**src/rtl/result_pkg.sv**
```systemverilog
// result_pkg
//   Shared definitions for the result serializer: the FSM state type,
//   its encoding (also the value driven on state_out) and the frame
//   header byte.
package result_pkg;

    typedef logic [2:0] state_t;

    // Encoding is visible on state_out, so these values are fixed.
    localparam state_t ST_IDLE      = 3'd0;
    localparam state_t ST_COLLECT   = 3'd1;
    localparam state_t ST_SEND_HDR  = 3'd2;
    localparam state_t ST_SEND_CNT  = 3'd3;
    localparam state_t ST_SEND_DATA = 3'd4;
    localparam state_t ST_DONE      = 3'd5;

    localparam logic [7:0] HDR_BYTE = 8'hA5;

endpackage

```
**src/rtl/result_serializer.sv**
```systemverilog
// result_serializer
//   Collects up to K_MAX result words from the search stage, then emits a
//   byte frame to a UART transmitter: A5, count, then each stored word
//   MSB byte first, in index order. Ready/valid byte handshake.
//
// Ports
//   clk_in, rst_in        clock, asynchronous active-low reset
//   start_in, k_in        arm a collection of min(k_in, K_MAX) words
//   result_in/_valid_in   incoming result words
//   end_in                close collection early
//   byte_out/_valid_out   serial byte stream, byte_ready_in accepts it
//   count_out             words stored in this frame
//   overflow_out          sticky: a word arrived outside COLLECT
//   done_out              one-cycle pulse after the last byte
//   state_out             FSM state for debug
//
// Assumes K_MAX >= 2 and DATA_WIDTH a multiple of 8 with a power-of-two
// byte count of at least 2.
module result_serializer
    import result_pkg::*;
#(
    parameter int DATA_WIDTH = 32,
    parameter int K_MAX      = 8
) (
    input  logic                       clk_in,
    input  logic                       rst_in,
    input  logic                       start_in,
    input  logic [15:0]                k_in,
    input  logic [DATA_WIDTH-1:0]      result_in,
    input  logic                       result_valid_in,
    input  logic                       end_in,
    output logic [7:0]                 byte_out,
    output logic                       byte_valid_out,
    input  logic                       byte_ready_in,
    output logic [$clog2(K_MAX):0]     count_out,
    output logic                       overflow_out,
    output logic                       done_out,
    output logic [2:0]                 state_out
);

    localparam int CW = $clog2(K_MAX) + 1;
    localparam int IW = $clog2(K_MAX);
    localparam int NB = DATA_WIDTH / 8;
    localparam int BW = $clog2(NB);

    state_t                r_state;
    logic [CW-1:0]         r_count;
    logic [CW-1:0]         r_klat;
    logic [IW-1:0]         r_widx;
    logic [BW-1:0]         r_bidx;
    logic                  r_ovf;
    logic [DATA_WIDTH-1:0] r_buf [K_MAX];

    logic [CW-1:0]         w_kclamp;
    logic [CW-1:0]         w_cnt_inc;
    logic                  w_store;
    logic                  w_xfer;
    logic                  w_word_last;
    logic                  w_byte_last;
    logic [DATA_WIDTH-1:0] w_cur;
    logic [7:0]            w_bytes [NB];

    assign w_kclamp    = (k_in > 16'(K_MAX)) ? CW'(K_MAX) : k_in[CW-1:0];
    assign w_cnt_inc   = r_count + CW'(1);
    assign w_store     = (r_state == ST_COLLECT) && result_valid_in;
    assign w_xfer      = byte_valid_out && byte_ready_in;
    assign w_word_last = (CW'(r_widx) + CW'(1)) == r_count;
    assign w_byte_last = r_bidx == BW'(NB - 1);

    // Buffer is deliberately not reset; only written while collecting.
    always_ff @(posedge clk_in) begin
        if (w_store) r_buf[r_count[IW-1:0]] <= result_in;
    end

    always_ff @(posedge clk_in or negedge rst_in) begin
        if (!rst_in) begin
            r_state <= ST_IDLE;
            r_count <= '0;
            r_klat  <= '0;
            r_widx  <= '0;
            r_bidx  <= '0;
            r_ovf   <= 1'b0;
        end else begin
            // Any word offered outside COLLECT is lost; an accepted start
            // below overrides this and clears the flag.
            if (result_valid_in && r_state != ST_COLLECT) r_ovf <= 1'b1;

            case (r_state)
                ST_IDLE: begin
                    if (start_in) begin
                        r_count <= '0;
                        r_widx  <= '0;
                        r_bidx  <= '0;
                        r_ovf   <= 1'b0;
                        r_klat  <= w_kclamp;
                        r_state <= (w_kclamp == '0) ? ST_SEND_HDR : ST_COLLECT;
                    end
                end
                ST_COLLECT: begin
                    if (w_store) begin
                        r_count <= w_cnt_inc;
                        if (w_cnt_inc == r_klat || end_in) r_state <= ST_SEND_HDR;
                    end else if (end_in) begin
                        r_state <= ST_SEND_HDR;
                    end
                end
                ST_SEND_HDR: begin
                    if (w_xfer) r_state <= ST_SEND_CNT;
                end
                ST_SEND_CNT: begin
                    if (w_xfer) begin
                        r_widx  <= '0;
                        r_bidx  <= '0;
                        r_state <= (r_count == '0) ? ST_DONE : ST_SEND_DATA;
                    end
                end
                ST_SEND_DATA: begin
                    if (w_xfer) begin
                        if (w_byte_last) begin
                            r_bidx <= '0;
                            if (w_word_last) r_state <= ST_DONE;
                            else             r_widx  <= r_widx + IW'(1);
                        end else begin
                            r_bidx <= r_bidx + BW'(1);
                        end
                    end
                end
                ST_DONE: r_state <= ST_IDLE;
                default: r_state <= ST_IDLE;
            endcase
        end
    end

    // Byte lane select: pure mux of registered state, buffer and indices,
    // so byte_out never depends on byte_ready_in.
    assign w_cur = r_buf[r_widx];

    always_comb begin
        for (int b = 0; b < NB; b++) begin
            w_bytes[b] = w_cur[DATA_WIDTH-1-8*b -: 8];
        end
    end

    always_comb begin
        byte_out = 8'h00;
        case (r_state)
            ST_SEND_HDR:  byte_out = HDR_BYTE;
            ST_SEND_CNT:  byte_out = 8'(r_count);
            ST_SEND_DATA: byte_out = w_bytes[r_bidx];
            default:      byte_out = 8'h00;
        endcase
    end

    assign byte_valid_out = (r_state == ST_SEND_HDR) || (r_state == ST_SEND_CNT) ||
                            (r_state == ST_SEND_DATA);
    assign done_out       = (r_state == ST_DONE);
    assign count_out      = r_count;
    assign overflow_out   = r_ovf;
    assign state_out      = r_state;

endmodule

```
**config.mk**
```make
export PLATFORM = sky130hd
export DESIGN_NAME = result_serializer
export DESIGN_NICKNAME = d
export VERILOG_FILES = /design/src/rtl/result_pkg.sv /design/src/rtl/result_serializer.sv
export SDC_FILE = /design/constraint.sdc
export NUM_CORES = 1
export LEC_CHECK = 0
export CORE_AREA = 2 2 146 148
export CTS_CLUSTER_SIZE = 30
export DETAILED_ROUTE_END_ITERATION = 8
export DIE_AREA = 0 0 148 150
export GPL_ROUTABILITY_DRIVEN = 0
export HOLD_SLACK_MARGIN = 0.05
export PLACE_DENSITY = 0.74
export SYNTH_ARGS = -nofsm -noshare
export SYNTH_HDL_FRONTEND = slang
export SYNTH_SLANG_ARGS = --single-unit
```
**constraint.sdc**
```tcl
create_clock -name clk_in -period 4.98 [get_ports clk_in]
set_input_delay 1.494 -clock clk_in [delete_from_list [all_inputs] [get_ports clk_in]]
set_output_delay 1.494 -clock clk_in [all_outputs]
set_load 0.01 [all_outputs]
```
After elaboration in Yosys (flattened, before gate mapping) --
Memories as Yosys holds them, arrays and structs flattened. Cells that the tools add are included.
Operators by class: add/subtract/negate cells 4, order comparisons 2, eq/ne operators 19, multiplexer cells 36, bitwise logic cells 1, reduce and logical (&&, ||, !) cells 16
Operators by type and width (number):
- $mux 3 | 14
- $pmux 8 s3 | 1
- $bmux 8 s2 | 1
- $gt 16x4->1 const B | 1
- $mux 8 | 2
- $ne 2x2->1 const B | 8
- $pmux 3 s5 | 1
- $mux 4 | 3
- $mux 2 | 5
- $pmux 3 s3 | 1
- $eq 4x4->1 | 2
- $logic_not 4->1 | 2
- $pmux 4 s2 | 1
- $reduce_and 8->1 | 1
- $eq 3x2->1 const B | 2
- $eq 3x3->1 const B | 2
- $mux 1 | 6
- $pmux 2 s3 | 1
- $reduce_and 6->1 | 1
- $add 3x1->4 const B | 1
- $add 4x1->4 const B | 1
- $reduce_and 4->1 | 1
- $add 3x1->3 const B | 1
- $eq 3x1->1 const B | 1
- 14 further kinds | 18
Storage, ports and cells: bits in registers 17, memory bits (writable) 256, output and inout bits 18, memories kept 1
Memories:
- r_buf | words 8, width 32, read ports 1, clocked after Yosys merged registers in 0, write ports 1, line result_serializer.sv:52 | logic [DATA_WIDTH-1:0] r_buf [K_MAX];

Depth between registers and ports, before layout --
Gate-level depths: netlist of run 1.
word-level depth 6, depth in mapped cells 9, mapped depth without buffers 8

Worst setup path before layout of run 1 --
No wires, ideal clock.
kind input-to-reg, start point input port result_valid_in, end point memory r_buf[0][0] (enable), arrival time 4.196 ns, data required time 4.519 ns, slack 0.323 ns, stages on the path 4, buffers on the path 1, cell sequence and3_1 -> clkbuf_1 -> nand2_1 -> nor3_1
On the way: longest elaborated chain between the ends 3
RTL lines:
- from (decl) | line result_serializer.sv:30 | input logic result_valid_in,
- $logic_and 1x1->1 | line result_serializer.sv:65 | assign w_store = (r_state == ST_COLLECT) && result_valid_in;
- $mux 1 | line result_serializer.sv:72 | if (w_store) r_buf[r_count[IW-1:0]] <= result_in;
- $mux 1 (not written as such) | line result_serializer.sv:72
- to (decl) | line result_serializer.sv:52
No other way between the ends.

Worst setup path in the final report of run 1 --
start point register r_widx[0], end point output port byte_out[5]
On the way: longest elaborated chain between the ends 5
RTL lines:
- from (decl) | line result_serializer.sv:49 | logic [IW-1:0] r_widx;
- from (signal assigned) | line result_serializer.sv:122 | else r_widx <= r_widx + IW'(1);
- $mem_v2 8x32
- $bmux 8 s2 | line result_serializer.sv:149 | ST_SEND_DATA: byte_out = w_bytes[r_bidx];
- $mux 8 (not written as such) (2 in series) | line result_serializer.sv:149
- $pmux 8 s3 | line result_serializer.sv:146 | case (r_state)
- to (decl) | line result_serializer.sv:32 | output logic [7:0] byte_out,
No other way between the ends. The select of a mux whose other input is x is not followed.

==> impl_results.md, run 1 <==
- Outcome: finished clean
- Crit-path max cell delay: around 640 ps
- CTS clk-pin slew, worst paths: 60 ps
- Worst path depth: 6
- DP HPWL: 13.99 mm
- FP Rows: 53
- R2R depth: 5
- Crit-path leading delay family: compound AO/OA/AOI/OAI gates
- Final period util: a little over nine tenths
- DR iter-0 viols: 500
- Slew HR: 44.57%
- Setup TNS: 0 ps
- Critical path class: flop to output pin
- Final wirelength: 23.57 mm
- Min Tclk post-route: 4709 ps
- TritonRoute pass-1 iters: 7
- Critical Path RT: 3490 ps
- Max FO, Critical Path: 18
- Clock sink total: 273
- Via-per-instance ratio: roughly 6.1
- YS warnings: 0
- Max-slew violations: 0
- Inst Count DP: 955
- EDFF count, synth: around 260
- Total Power: 5.645 mW
- GRT overflow: 0
- Maximum vdd drop: 0.2827 mV
- Syn Nets: 686
- Least-Margin Pin Slew: 828.9 ps
- Fin Hold WS: 546.0 ps
- Crit-path cells: and2_1 > a22o_1 > a221oi_1 > nor3_1 > o32ai_1 > clkdlybuf4s50_1
- Die H: ~150 µm
- Hold-critical path depth: 2
- Leakage: between 4 and 5 nW
- Arr. time, crit path: roughly 3200 ps
- Cell area after synthesis: 11210 µm²
- Fillers: 1396
- Synth Instances: 628
- Core footprint: a little over 20000 µm²
- Routed len/inst: 23.40 µm
- Clock Tree Buf Depth: 3
- Vias: 6160
- Total track usage: around a fifth
- Antenna Nets Post-Route: 0
- Max-cap violations: 0
- Final hold vios: 0
- Die footprint: 22200 µm²
- Synth unique cells: 53
- FFs w/ async S/R, synth: between 6 and 7%
- Largest net degree at the start of global routing: 51
- RSZ-0062 raised after global routing: no
- Buf/Inv on CP: 1
- IO Port Bufs: between 70 and 80
- Initial antenna violation count: 0
- Share of cells above drive strength 1: 16.53%
- Initial Utilization: 54.16%
- Final Core Density: 64.02%
- Hold WC Path Type: flop to flop
- Die X: approximately 150 µm
- Sequential element share of the synthesized area: 72.40%
- Endpoint class of the critical path: output pin
- CTS tree: done
- Ant. Diodes: 0
- Clock tree skew after final layout: 10.95 ps
- #FFs+latches synth: 273
- Slowest cell on crit path: dfrtp_4
- Nets: 769
- Number of global-route vias before repair: 6267
- Power per cell area: 426.1 nW/µm²
- Hold_buf cts: 0
- Num CTS Buffers: 27
- Kind of start point of the critical path: flop
- H-tree levels: 1
- Remaining DRCs: 0
- Root Driver: clkbuf_16
- Avg Cell Area, Syn: 17.84 µm²
- Worst skew pair latency: ~530 ps
- Fmax: ~0.21 GHz
- Finish-stage setup viols: 0
- IO Pins: 72
- Non-Filler Instances: 1007
- First-pass GRT wire length: 35.46 mm
- Area Overhead vs Synth: 18.21%
- Ys flop type: edfxtp_1
[worst paths after layout]
| kind | startpoint | endpoint | slack (ps) |
|---|---|---|---|
| setup / recovery | r_widx[0]$_DFFE_PN0P_ | byte_out[5] | 270 |
| hold / removal | overflow_out$_DFF_PN0_ | overflow_out$_DFF_PN0_ | 550 |
| setup reg to reg | state_out[1]$_DFFE_PN0P_ | r_buf[1][27]$_DFFE_PP_ | 2550 |
| hold reg to reg | overflow_out$_DFF_PN0_ | overflow_out$_DFF_PN0_ | 550 |
| min in group asynchronous | rst_in | state_out[2]$_DFFE_PN0P_ | 1440 |
| max in group asynchronous | rst_in | r_widx[0]$_DFFE_PN0P_ | 2940 |
[cell usage in the layout (no fill, tap or decap), types with 4 or more instances in the layout]
| cell type | synthesis | layout |
|---|---|---|
| mux2_2 | 11 | 11 |
| buf_12 | 1 | 7 |
| nand3_1 | 5 | 5 |
| o22ai_1 | 11 | 11 |
| bufinv_16 | 0 | 6 |
| xnor2_1 | 6 | 6 |
| mux4_1 | 7 | 7 |
| clkbuf_1 | 9 | 4 |
| clkdlybuf4s50_1 | 0 | 71 |
| a22o_1 | 11 | 11 |
| a22oi_1 | 9 | 9 |
| a21oi_1 | 33 | 33 |
| mux2i_1 | 46 | 46 |
| a221oi_1 | 4 | 4 |
| o21a_1 | 4 | 4 |
| o21ai_0 | 15 | 15 |
| ha_1 | 4 | 4 |
| o211ai_1 | 4 | 4 |
| clkinv_1 | 0 | 4 |
| nand2b_1 | 7 | 7 |
| a211oi_1 | 5 | 5 |
| nor2_4 | 0 | 6 |
| dfrtp_1 | 17 | 15 |
| nor2_1 | 23 | 17 |
| buf_4 | 3 | 11 |
| mux4_2 | 33 | 33 |
| clkbuf_16 | 0 | 27 |
| edfxtp_1 | 256 | 256 |
| inv_1 | 7 | 7 |
| nand2_1 | 31 | 31 |
| nor2b_1 | 9 | 8 |
[registers in the layout, summed over array words and instances (netlist names)]
signal	count
r_bidx	2
count_out	4
r_klat	4
r_buf	256
state_out	3
r_widx	3
overflow_out	1
[layer usage]
| metal | global-route usage [%] | vias up | part of all wire [%] |
|---|---|---|---|
| met3 | 3.171 | 48 | 6.1 |
| met5 | 0 | - | 0 |
| met4 | 7.286 | 0 | 2.9 |
| li1 | - | 2708 | - |
| met2 | 34.65 | 230 | 49 |
| met1 | 29.62 | 3174 | 42 |
[power breakdown]
part | switching (mW) | internal [mW]
logic | 0.428 | 0.327
registers | 0.108 | 2.64
clock network | 0.831 | 1.31
[area by class of cell]
type / count / area, µm² / share of cell area, %
inverters: 7 / 26.28 / 0.1984
well taps: 275 / 344.1 / 2.598
clock inverters: 19 / 260.3 / 1.965
clock buffers: 31 / 690.7 / 5.214
flip-flops and latches: 273 / 8120 / 61.30
multi-input cells: 313 / 2872 / 21.68
repair buffers: 89 / 933.4 / 7.046
[stage by stage]
stage	setup slack, ps	instance area (µm²)
floorplan	323.0	11210
global placement	698.0	12250
detailed placement	673.9	12250
CTS	106.1	13200
global route	189.3	13250
finish	270.6	13250
[Yosys cell counts (2+ instances only)]
master	instances	share of area [%]
nand2_1	31	1.0
o22ai_1	11	0.61
xnor2_1	6	0.47
nand3_1	5	0.22
nand4b_1	2	0.16
and2_1	2	0.11
edfxtp_1	256	69
mux4_1	7	1.6
mux4_2	33	6.6
a221oi_1	4	0.31
xor2_1	2	0.16
inv_1	7	0.23
nor2_1	23	0.77
or2_2	2	0.11
o21ai_0	15	0.67
dfrtp_1	17	3.8
mux2i_1	46	4.1
nor2b_1	9	0.50
buf_4	3	0.20
nor4_1	3	0.17
a21oi_1	33	1.5
nand2b_1	7	0.39
ha_1	4	0.45
buf_6	6	0.60
clkbuf_1	9	0.30
o21a_1	4	0.27
a211oi_1	5	0.34
o31ai_1	2	0.13
o211ai_1	4	0.27
nor3_1	5	0.22
a22o_1	11	0.86
buf_2	12	0.54
a22oi_1	9	0.60
mux2_2	11	1.1
nand4_1	2	0.11
buf_8	3	0.40
[worst register-to-register path, delay by kind of cell, from the launching register on]
kind / cells / cell delay [ps]
buffers and inverters: 1 / 550
flip-flops: 1 / 490
AND/OR/NAND/NOR: 4 / 1000
[logic make-up (layout without fill, tap and decap cells)]
logic type               Yosys count  count (layout)  synth area share, %
buffers and inverters             42             146                2.490
XOR/XNOR                           8               8               0.6253
AND/OR/NAND/NOR                   95              95                4.053
AO/OA/AOI/OAI                    109             109                6.498
multiplexers                      97              97                13.49
adder cells (fa/ha/maj)            4               4               0.4466
flip-flops                       273             273                72.40
[repair_timing]
item,in CTS,in global routing
endpoints found under the setup margin,0,4
resized for setup,0,1
buffers inserted,0,2
No activity file was read; power rests on OpenSTA's default activity.
==> run 2: changes to the inputs <==
--- a/config.mk
+++ b/config.mk
@@ -12,6 +12,7 @@
 export GPL_ROUTABILITY_DRIVEN = 0
 export HOLD_SLACK_MARGIN = 0.05
 export PLACE_DENSITY = 0.74
+export SKIP_LAST_GASP = 1
 export SYNTH_ARGS = -nofsm -noshare
 export SYNTH_HDL_FRONTEND = slang
 export SYNTH_SLANG_ARGS = --single-unit
==> results of run 2 <==
Final layout, timing and power as in run 1 (identical DEF).
